<file path="config.mk">
export PLATFORM = sky130hd
export DESIGN_NAME = control_unit
export DESIGN_NICKNAME = d
export VERILOG_FILES = /design/src/rtl/control_unit.sv
export SDC_FILE = /design/constraint.sdc
export NUM_CORES = 1
export LEC_CHECK = 0
export BUFFER_PORTS_ARGS = -buffer_cell sky130_fd_sc_hd__buf_2
export CAP_MARGIN = 25
export CORE_UTILIZATION = 30
export DETAILED_ROUTE_END_ITERATION = 10
export MAX_ROUTING_LAYER = met4
export SLEW_MARGIN = 20
export SYNTH_ARGS = -nofsm -noshare
export SYNTH_HDL_FRONTEND = slang
export SYNTH_SLANG_ARGS = --single-unit
export TNS_END_PERCENT = 30
</file>
<file path="constraint.sdc">
create_clock -name clk -period 1.4 [get_ports clk]
set_input_delay 0.07 -clock clk [delete_from_list [all_inputs] [get_ports clk]]
set_output_delay 0.07 -clock clk [all_outputs]
set_load 0.03 [all_outputs]
</file>
<file path="src/rtl/control_unit.sv">
// Multicycle control FSM for the MIPS-subset datapath: sequences fetch, decode,
// execute, memory, write-back, multiply/divide wait and exception entry.
module control_unit #(
  parameter int MD_CYCLES = 32
) (
  input  logic       clk,
  input  logic       reset,
  input  logic [5:0] opCode,
  input  logic [5:0] funct,
  input  logic       eqf,
  input  logic       gtf,
  input  logic       ov,
  input  logic       div0,
  output logic       MemCtrl,
  output logic       PCCtrl,
  output logic       MDCtrl,
  output logic       SECtrl,
  output logic       ShiftSrc,
  output logic       ShiftAmt,
  output logic       IRWrite,
  output logic       RegWrite,
  output logic       ALUOutCtrl,
  output logic       EPCCtrl,
  output logic       HILOWrite,
  output logic [1:0] IorD,
  output logic [1:0] ALUSrcA,
  output logic [1:0] ALUSrcB,
  output logic [1:0] RegDst,
  output logic [1:0] LSCtrl,
  output logic [1:0] SSCtrl,
  output logic [1:0] ExcptCtrl,
  output logic [2:0] ShiftCtrl,
  output logic [2:0] PCSrc,
  output logic [2:0] ALUCtrl,
  output logic [3:0] DataSrc
);

  localparam logic [5:0] MD_LAST = 6'(MD_CYCLES - 1);
  localparam logic [2:0] ALU_PASS = 3'b000;
  localparam logic [2:0] ALU_ADD  = 3'b001;
  localparam logic [2:0] ALU_SUB  = 3'b010;
  localparam logic [2:0] ALU_AND  = 3'b011;
  localparam logic [2:0] ALU_CMP  = 3'b111;

  typedef enum logic [4:0] {
    stReset, stFetch, stFWait, stIrLd, stDecode, stArith, stAddi, stWbAlu,
    stSlt, stBranch, stAddr, stMRd, stMWait, stWbLd, stSwRd, stSwWait,
    stSw, stMdWait, stMdDone, stMfWb, stShift, stShiftOp, stShiftWb, stLui,
    stJr, stJump, stJal, stWbRa, stExc, stExcRd, stExcWait, stExcPc
  } stateT;

  stateT       state, nextState;
  logic [5:0]  mdCount;
  logic [1:0]  excCode, excNext;
  logic        isDiv;
  logic        unusedGtf;

  assign isDiv     = (funct == 6'h1A);
  assign unusedGtf = gtf;

  // The MD counter only runs while waiting, so it is zero on every entry.
  always_ff @(posedge clk or posedge reset) begin
    if (reset) begin
      state   <= stReset;
      mdCount <= 6'd0;
      excCode <= 2'd0;
    end else begin
      state   <= nextState;
      excCode <= excNext;
      mdCount <= (state == stMdWait) ? mdCount + 6'd1 : 6'd0;
    end
  end

  always_comb begin
    nextState  = state;
    excNext    = excCode;
    MemCtrl    = 1'b0;
    PCCtrl     = 1'b0;
    MDCtrl     = 1'b0;
    SECtrl     = 1'b0;
    ShiftSrc   = 1'b0;
    ShiftAmt   = 1'b0;
    IRWrite    = 1'b0;
    RegWrite   = 1'b0;
    ALUOutCtrl = 1'b0;
    EPCCtrl    = 1'b0;
    HILOWrite  = 1'b0;
    IorD       = 2'd0;
    ALUSrcA    = 2'd0;
    ALUSrcB    = 2'd0;
    RegDst     = 2'd0;
    LSCtrl     = 2'd0;
    SSCtrl     = 2'd0;
    ExcptCtrl  = 2'd0;
    ShiftCtrl  = 3'b000;
    PCSrc      = 3'd0;
    ALUCtrl    = ALU_PASS;
    DataSrc    = 4'd0;

    case (state)
      stReset:  nextState = stFetch;
      stFetch: begin
        ALUSrcB   = 2'd1;
        ALUCtrl   = ALU_ADD;
        PCCtrl    = 1'b1;
        nextState = stFWait;
      end
      stFWait:  nextState = stIrLd;
      stIrLd: begin
        IRWrite   = 1'b1;
        nextState = stDecode;
      end
      // Branch target is precomputed here while the opcode is dispatched.
      stDecode: begin
        ALUSrcB    = 2'd3;
        ALUCtrl    = ALU_ADD;
        ALUOutCtrl = 1'b1;
        nextState  = stExc;
        excNext    = 2'd0;
        if (opCode == 6'h00) begin
          case (funct)
            6'h20, 6'h22, 6'h24: nextState = stArith;
            6'h2A:               nextState = stSlt;
            6'h18, 6'h1A:        nextState = stMdWait;
            6'h10, 6'h12:        nextState = stMfWb;
            6'h08:               nextState = stJr;
            6'h00, 6'h02:        nextState = stShift;
            default:             nextState = stExc;
          endcase
        end else begin
          case (opCode)
            6'h08:        nextState = stAddi;
            6'h04, 6'h05: nextState = stBranch;
            6'h23, 6'h2B: nextState = stAddr;
            6'h0F:        nextState = stLui;
            6'h02:        nextState = stJump;
            6'h03:        nextState = stJal;
            default:      nextState = stExc;
          endcase
        end
      end
      stArith, stAddi: begin
        ALUSrcA    = 2'd1;
        ALUOutCtrl = 1'b1;
        if (state == stAddi) begin
          ALUSrcB = 2'd2;
          ALUCtrl = ALU_ADD;
        end else begin
          case (funct)
            6'h22:   ALUCtrl = ALU_SUB;
            6'h24:   ALUCtrl = ALU_AND;
            default: ALUCtrl = ALU_ADD;
          endcase
        end
        if (ov) begin
          nextState = stExc;
          excNext   = 2'd1;
        end else begin
          nextState = stWbAlu;
        end
      end
      stWbAlu: begin
        RegDst    = (opCode == 6'h00) ? 2'd1 : 2'd0;
        RegWrite  = 1'b1;
        nextState = stFetch;
      end
      stSlt: begin
        ALUSrcA   = 2'd1;
        ALUCtrl   = ALU_CMP;
        RegDst    = 2'd1;
        DataSrc   = 4'd4;
        RegWrite  = 1'b1;
        nextState = stFetch;
      end
      stBranch: begin
        ALUSrcA   = 2'd1;
        ALUCtrl   = ALU_CMP;
        PCSrc     = 3'd1;
        PCCtrl    = (opCode == 6'h04) ? eqf : ~eqf;
        nextState = stFetch;
      end
      stAddr: begin
        ALUSrcA    = 2'd1;
        ALUSrcB    = 2'd2;
        ALUCtrl    = ALU_ADD;
        ALUOutCtrl = 1'b1;
        nextState  = (opCode == 6'h2B) ? stSwRd : stMRd;
      end
      stMRd: begin
        IorD      = 2'd2;
        nextState = stMWait;
      end
      stMWait: begin
        IorD      = 2'd2;
        nextState = stWbLd;
      end
      stWbLd: begin
        IorD      = 2'd2;
        DataSrc   = 4'd1;
        RegWrite  = 1'b1;
        nextState = stFetch;
      end
      stSwRd: begin
        IorD      = 2'd2;
        nextState = stSwWait;
      end
      stSwWait: begin
        IorD      = 2'd2;
        nextState = stSw;
      end
      stSw: begin
        IorD      = 2'd2;
        MemCtrl   = 1'b1;
        nextState = stFetch;
      end
      // Divide-by-zero aborts a divide on whichever wait cycle it appears.
      stMdWait: begin
        MDCtrl = isDiv && (mdCount == 6'd0);
        if (isDiv && div0) begin
          nextState = stExc;
          excNext   = 2'd2;
        end else if (mdCount == MD_LAST) begin
          nextState = stMdDone;
        end
      end
      stMdDone: begin
        HILOWrite = 1'b1;
        nextState = stFetch;
      end
      stMfWb: begin
        DataSrc   = (funct == 6'h10) ? 4'd2 : 4'd3;
        RegDst    = 2'd1;
        RegWrite  = 1'b1;
        nextState = stFetch;
      end
      stShift: begin
        ShiftSrc  = 1'b1;
        ShiftAmt  = 1'b1;
        ShiftCtrl = 3'b001;
        nextState = stShiftOp;
      end
      stShiftOp: begin
        ShiftCtrl = (funct == 6'h00) ? 3'b010 : 3'b011;
        nextState = stShiftWb;
      end
      stShiftWb: begin
        DataSrc   = 4'd8;
        RegDst    = 2'd1;
        RegWrite  = 1'b1;
        nextState = stFetch;
      end
      stLui: begin
        DataSrc   = 4'd6;
        RegWrite  = 1'b1;
        nextState = stFetch;
      end
      stJr: begin
        ALUSrcA   = 2'd1;
        PCCtrl    = 1'b1;
        nextState = stFetch;
      end
      stJump: begin
        PCSrc     = 3'd2;
        PCCtrl    = 1'b1;
        nextState = stFetch;
      end
      stJal: begin
        ALUOutCtrl = 1'b1;
        nextState  = stWbRa;
      end
      stWbRa: begin
        RegDst    = 2'd3;
        RegWrite  = 1'b1;
        nextState = stJump;
      end
      stExc: begin
        ALUSrcB   = 2'd1;
        ALUCtrl   = ALU_SUB;
        EPCCtrl   = 1'b1;
        nextState = stExcRd;
      end
      stExcRd, stExcWait: begin
        IorD      = 2'd3;
        ExcptCtrl = excCode;
        nextState = (state == stExcRd) ? stExcWait : stExcPc;
      end
      stExcPc: begin
        LSCtrl    = 2'd2;
        PCSrc     = 3'd3;
        PCCtrl    = 1'b1;
        nextState = stFetch;
      end
      default: nextState = stReset;
    endcase
  end

endmodule

</file>
After elaboration in Yosys (flattened, before gate mapping)
Index checks and enable logic that the tools add are counted.
Cells by class
  add/sub/neg operators: 1
  eq/ne operators: 53
  muxes and demuxes: 39
  bitwise operators: 1
  reductions and logical operators: 26
Operators by type and width (number)
  case mux 5 bit (18 select lines): 1
  == test 5 bit (second input constant): 16
  case mux 5 bit (6 select lines): 2
  == test 5 x 4 -> 1 bit (second input constant): 8
  == test 6 bit (second input constant): 6
  == test 6 x 5 -> 1 bit (second input constant): 5
  == test 5 x 3 -> 1 bit (second input constant): 4
  two-way mux 5 bit: 4
  case mux 4 bit (5 select lines): 1
  == test 6 x 2 -> 1 bit (second input constant): 3
  == test 6 x 4 -> 1 bit (second input constant): 3
  zero test 6 bit: 3
  case mux 2 bit (3 select lines): 3
  OR reduction 2 bit: 9
  two-way mux 1 bit: 14
  OR reduction 13 bit: 1
  == test 6 x 3 -> 1 bit (second input constant): 2
  two-way mux 2 bit: 6
  case mux 2 bit (2 select lines): 3
  case mux 3 bit (4 select lines): 1
  OR reduction 6 bit: 2
  == test 5 x 2 -> 1 bit (second input constant): 2
  OR reduction 3 bit: 3
  case mux 2 bit (4 select lines): 1
  other kinds (16): 17
Word-level totals
  register bits: 13
  input bits: 18
  output and inout bits: 38
  logic and storage cells: 123

Logic depth before layout (Yosys ltp)
Gate-level depths: netlist of run 1.
  word-level depth: 5
  gate-level depth with buffers: 8
  mapped depth without buffers: 5

Worst setup path before layout of run 1
Ideal clock, no wire load.
  path type: register -> output
  start point: register state[0]
  end point: output ShiftSrc
  arrival time: 1.943 ns
  required time: 1.330 ns
  path slack: -0.613 ns
  cell stages (with the launch flop): 6
  buffers on the path: 4
  path through: dfrtp_1 buf_2 buf_2 buf_2 nor3_1 buf_4
On the way
  word-level cells in the longest chain between the ends: 2
RTL lines
  start: declaration: RTL line 52  | stateT state, nextState;
  start signal: assignment: RTL line 64  | state <= stReset;
  start signal: assignment: RTL line 68  | state <= nextState;
  == test 5 bit
  two-way mux 1 bit
  end: declaration: RTL line 18  | output logic ShiftSrc,
Every way passes these cells.

Final worst setup path of run 1
  start point: register state[2]
  end point: output MDCtrl
On the way
  word-level cells in the longest chain between the ends: 2
RTL lines
  == test 5 bit: RTL line 100  | case (state)
  two-way mux 1 bit: RTL line 100
  end: declaration: RTL line 16  | output logic MDCtrl,
Every way passes these cells.

==> results of run 1 <==
[what timing repair did]
item / 4_1_cts / 5_1_grt
endpoints found under the setup margin: 43 / 43
gates cloned: 0 / 1
hold buffers: 1 / 0
endpoints found under the hold margin: 13 / 0
setup buffers: 11 / 9
gates resized for setup: 133 / 43
pin swaps: 22 / 21
[how the worst min path moves through the flow]
| stage | end | slack, ns | cells past startpoint |
|---|---|---|---|
| 2_1_floorplan | excCode[0] | -0.05 | 1 |
| 3_3_place_gp | mdCount[2] | 0.12 | 2 |
| 3_5_place_dp | mdCount[3] | 0.13 | 2 |
| 4_1_cts | state[1] | 0.28 | 4 |
| 5_1_grt | state[1] | 0.29 | 4 |
| 6_report | state[1] | 0.26 | 4 |
[routing by layer]
metal	share of wire [%]	up-vias	wire [microns]
met1	41	1165	2980
met3	3.6	13	263
met2	53	84	3800
met5	0	-	0
li1	-	1177	-
met4	2.3	0	164
[worst register-to-register path: cells and delay by family, from the launching register on]
family	cells	cell delay, ns
buffers and inverters	4	0.53
DFF	1	0.41
AOI/OAI and AO/OA	2	0.34
xor gates and xnor gates	1	0.12
and+or+nand+nor	1	0.11
[area by class of cell]
class / instances / share of cell area [%]
well taps: 72 / 2.62
multi-input cells: 215 / 48.6
repair buffers: 141 / 36.4
flip-flops and latches: 13 / 9.58
clock buffers: 4 / 1.31
inverters: 12 / 1.46
[per-stage QoR]
step	TNS, ns	utilization (%)
6_report	-7.74	61.6
5_1_grt	-9.68	61.6
4_1_cts	-6.50	57.0
3_5_place_dp	-2.64	46.4
3_3_place_gp	-1.90	46.4
2_1_floorplan	-2.20	-
[cells in the final DEF (no fill, tap or decap), drive strengths merged, types with 4 or more instances in the layout]
cell type,instances
a21oi,23
and2,7
and3,5
buf,139
clkbuf,5
conb,7
dfrtp,13
inv,12
nand2,21
nand2b,5
nand3,7
nand4,6
nor2,37
nor2b,5
nor3,14
nor4,6
o211ai,4
o21ai,18
xor2,6
[flip-flops by register name, indices dropped and copies added (netlist names)]
name / count
excCode: 2
mdCount: 6
state: 5
[power by group]
part           switching [mW]  total, mW  internal (mW)
Clock                   0.138      0.340          0.201
Sequential              0.148      0.631          0.483
Combinational            3.09       6.10           3.02
[logic make-up after synthesis]
| logic type | Yosys count | share of synthesized area [%] |
|---|---|---|
| adders and majority gates | 2 | 1.42 |
| and+or+nand+nor | 126 | 37.9 |
| xor gates and xnor gates | 8 | 3.98 |
| AOI/OAI and AO/OA | 70 | 24.8 |
| muxes | 2 | 1.14 |
| other | 1 | 0.213 |
| DFF | 13 | 18.5 |
| buffers and inverters | 39 | 12.0 |
==> impl_results.md, run 1 <==
* Status: finished with violations
* Violated checks: negative setup slack
* CTS tree: done
* Max_cap viols at 0
* Placed instance area at 2580 sq um
* Die width at slightly below 80 microns
* CTS Buffer Depth at 2
* Worst setup SP type: flip-flop
* Worst Max-Slew Pin Slew at 0.511 ns
* Peak Freq at 577 MHz
* Fin crit share at 124%
* R2R cell count at 8
* Critical path type: flip-flop to output pin
* CTS buffer count at 3
* Sequential cell area fraction in the yosys report at approximately 18%
* Crit Reg-Reg Startpoint: state[1]
* Post-synthesis register bit count at 13
* Worst path arrival time at 1.66 ns
* Dpl hpwl at 4830 microns
* Synth async-reset ratio at 100%
* Share of cells above drive strength 1 at 57.9%
* Post-Place Cells at 431
* Vias per cell at 5.34
* Core area at 5570 sq um
* Antenna viol nets, final at 0
* Synthesis-to-layout area growth at 95.2%
* Crit path depth at 4
* Fin worst setup slack at -0.334 ns
* Final Hold Fails at 0
* Critical Path Max Stage Delay at between 0.4 and 0.5 ns
* GRT overflow at 0
* Cell area after layout at roughly 3400 sq um
* Worst clock skew at around 0.0031 ns
* Crit path to: MDCtrl
* Mapped Cells at ~260
* Post-layout minimum cycle time at 1.73 ns
* Initial antenna violation count at 0
* Grt peak-use layer: met2
* Post-synthesis cell type count at 54
* Maximum vdd drop at roughly 1200 uV
* DR pass1 iterations at 4
* Flop-to-flop setup slack at -0.20 ns
* Largest cells by area after synthesis: dfrtp_1, nor2_1, a21oi_1, o21ai_0, nand2_1
* Multi-input gate area at 1670 sq um
* Die area at 6170 sq um
* Slew Viols, Final at 0
* Final setup viols at 38
* Synth area leader: dfrtp_1
* CP max FO at 6
* Cell Chain, Critical Path: nand3b_1, or2_4, nor4_4, buf_6
* Crit. End Element: output pin
* Worst r2r dst: state[3]
* Largest net degree at the start of global routing at 14
* Final hold slack at 0.261 ns
* Yosys warns at 0
* PD cells at a little over 2000 nW/um^2
* CP Buf/Inv Count at 1
* Global Route met1 Usage at 26.6%
* CP max stage cell: dfrtp_2
* Leakage at 1.57 nW
* FP Rows at 27
* Dominant synthesized flop cell: dfrtp_1
* H-tree depth at 1
* Count leader, synth: nor2_1
* Antenna cells at 0
* Setup crit start: state[2]
* Vias at 2439
* Area share of the largest cell type after synthesis at 18.5%
* Reg area at 329 sq um
* Initial drt markers at 145
* Layout Cells excl Fill at 457
* HP Class: input pin to flip-flop
* Worst-Skew Late Latency at about 0.25 ns
* IO Count at 56
* Hold Path Origin: opCode[4]
* Crit-path leading delay family: simple AND/OR/NAND/NOR gates
* Slew headroom at 65.9%
* PortBufs at 47
* Filler Cell Count at 445
* GR Layer Usage met2 at 40.4%
* GR Util met3 at between 1.5 and 2%
* Total GRT Usage at 22.4%
* CTS sink count at 13
* First-pass GRT wire length at 10800 microns
* Average wire per standard cell at 15.8 microns
* Synth cell count leaders: nor2_1, a21oi_1, nand2_1
* CP required at 1.33 ns
* Vias in the first global route at roughly 2.3k
* Final GP Congestion at 0.893
* Die span in y at 78.6 microns
* Mapped Area at 1760 sq um
* Root buffer cell: clkbuf_8
* CTS clk-pin slew, worst paths at 0.06 ns
* Setup WS pre-CTS at -0.201 ns
* Syn Area/Cell at 6.74 sq um
* DRC at 0
* WL final at 7210 microns
* RSZ-0062 raised after global routing: yes
* Nets at 406
* Total power at 7.07 mW
* Initial Utilization at 31.6%
* Post-synth EDFFs at 0
(Power assumes the default switching activity.)
==> run 2: changes to the inputs <==
SETUP_SLACK_MARGIN = 0.4   (was not set)
==> run 2 against run 1 <==
Against the previous run: the flow still finishes with violations (negative setup slack); global-route usage is 0.96 points lower; clock skew is 0.0016 ns lower; design area is 0.73% lower; highest routed layer unchanged; combinational power is 1% lower; clock power is 4% lower; maximum frequency is 0.59% higher; register-to-register slack worse by 0.04 ns; worst hold slack worse by 0.0099 ns; largest cell class unchanged; sequential power is 1% higher.
==> impl_results.md, run 2 (synthesized netlist as in run 1, its figures left out) <==
* Fin crit share at 123% (-0.72 points)
* CP required at 1.33 ns (about the same)
* Violated checks: negative setup slack
* Initial Utilization at 31.6% (unchanged)
* Status: finished with violations
* Max_cap viols at 0 (unchanged)
* Filler Cell Count at 489 (+9.9%)
* Critical path type: flip-flop to output pin
* Core area at 5570 sq um (unchanged)
* PD cells at 2040 nW/um^2 (-0.78%)
* RSZ-0062 raised after global routing: yes
* Setup WS pre-CTS at -0.179 ns (+0.0215 ns)
* DRC at 0 (unchanged)
* CTS tree: done
* Average wire per standard cell at 15.6 microns (-0.90%)
* Dpl hpwl at 4550 microns (-5.7%)
* Antenna viol nets, final at 0 (unchanged)
* Crit. End Element: output pin
* CTS sink count at 13 (unchanged)
* Die span in y at 78.6 microns (unchanged)
* Worst path arrival time at 1.65 ns (about the same)
* Final GP Congestion at 0.916 (+2.6%)
* Worst Max-Slew Pin Slew at 0.511 ns (-0.000330 ns)
* Fin worst setup slack at -0.324 ns (+0.0101 ns)
* CTS clk-pin slew, worst paths at 0.05 ns (about the same)
* Vias at 2386 (-2.2%)
* Initial drt markers at 149 (+2.8%)
* GRT overflow at 0 (unchanged)
* Biggest regs: mdCount x6, state x5, excCode x2
* Maximum vdd drop at 961 uV (-21%)
* Post-layout minimum cycle time at 1.72 ns (-0.0101 ns)
* Leakage at 1.52 nW (-2.9%)
* PortBufs at 47 (unchanged)
* Synthesis-to-layout area growth at 93.8%
* Max reg flops at 6 (unchanged)
* CTS Buffer Depth at 2 (unchanged)
* Vias per cell at 5.29 (-0.87%)
* Largest net degree at the start of global routing at 16 (+2)
* DR pass1 iterations at 4 (unchanged)
* Initial antenna violation count at 0 (unchanged)
* Root buffer cell: clkbuf_8
* Fin Setup TNS at -7.19 ns (+0.546 ns)
* Final setup viols at 42 (+11%)
* Final Hold Fails at 0 (unchanged)
* Total GRT Usage at 21.5% (-0.96 points)
* Worst setup SP type: flip-flop
* Worst-Skew Late Latency at 0.24 ns (about the same)
* CP max FO at 6 (unchanged)
* Nets at 400 (-1.5%)
* Slew Viols, Final at 0 (unchanged)
* Highest-count cells in the layout ignoring fill and taps: buf_4, buf_6, nor2_1
* Share of cells above drive strength 1 at 58.0% (+0.13 points)
* Slew headroom at 65.9% (about the same)
* Die width at 78.6 microns (unchanged)
* CTS buffer count at 3 (unchanged)
* H-tree depth at 1 (unchanged)
* IO Count at 56 (unchanged)
* Worst clock skew at 0.00147 ns (-0.00163 ns)
* Vias in the first global route at 2192 (-4.4%)
* Biggest register: mdCount
* Antenna cells at 0 (unchanged)
* FP Rows at 27 (unchanged)
* WL final at 7050 microns (-2.2%)
* HP Class: input pin to flip-flop
* Peak Freq at 580 MHz (+0.59%)
* Die area at 6170 sq um (unchanged)
* Most common cell after layout, fill and taps aside: buf_4
* First-pass GRT wire length at 10300 microns (-4.6%)
## run 2: routing by layer
metal / vias up / GRT usage, % / part of all wire (%)
met5: - / - / 0
met1: 1129 / 26.3 / 42
met4: 0 / 6.11 / 2.4
met3: 16 / 1.74 / 4.0
met2: 77 / 37.6 / 52
li1: 1164 / - / -
## run 2: worst paths after layout
check / startpoint / to / slack (ns) / cells past startpoint
setup / recovery: state[3] / RegWrite / -0.32 / 5
hold / removal: opCode[4] / state[4] / 0.25 / 4
setup reg to reg: state[2] / state[2] / -0.24 / 7
hold reg to reg: excCode[1] / excCode[1] / 0.52 / 2
max in group asynchronous: reset / state[2] / 0.63 / 3
min in group asynchronous: reset / mdCount[5] / 0.40 / 3
## run 2: final cells by class
class                           instances  area, sq um  area share (%)
Tap cell                               72         90.1            2.64
Clock buffer                            4         45.0            1.32
Multi-Input combinational cell        215         1730            50.7
Inverter                               12         47.5            1.39
Sequential cell                        13          330            9.69
Timing Repair Buffer                  135         1170            34.3
## run 2: per-stage QoR
stage / hold WS (ns) / util (%) / cells / area [sq um] / power (mW)
finish: 0.251 / 61.2 / 451 / 3410 / 6.97
global route: 0.285 / 61.2 / 451 / 3410 / 7.33
CTS: 0.254 / 56.5 / 441 / 3150 / 6.11
detailed placement: 0.118 / 47.1 / 421 / 2630 / 4.63
global placement: 0.122 / 47.1 / 421 / 2630 / 4.61
floorplan: -0.0531 / - / 267 / 2090 / 3.54
## run 2: critical path, stage by stage (launching register included)
cell     delay, ns
dfrtp_1       0.39
buf_4         0.21
nand2_2       0.11
buf_4         0.18
o41ai_4       0.30
buf_4         0.22
## run 2: where the power goes
part / internal [mW] / switching (mW)
Sequential: 0.486 / 0.151
Combinational: 2.87 / 3.14
Clock: 0.200 / 0.125
## run 2: timing repair
item | 4_1_cts | 5_1_grt
hold buffers | 1 | 0
endpoints found under the setup margin | 44 | 44
gates cloned | 1 | 0
resized for setup | 111 | 43
pin swaps | 18 | 15
buffers inserted | 14 | 10
endpoints found under the hold margin | 13 | 0
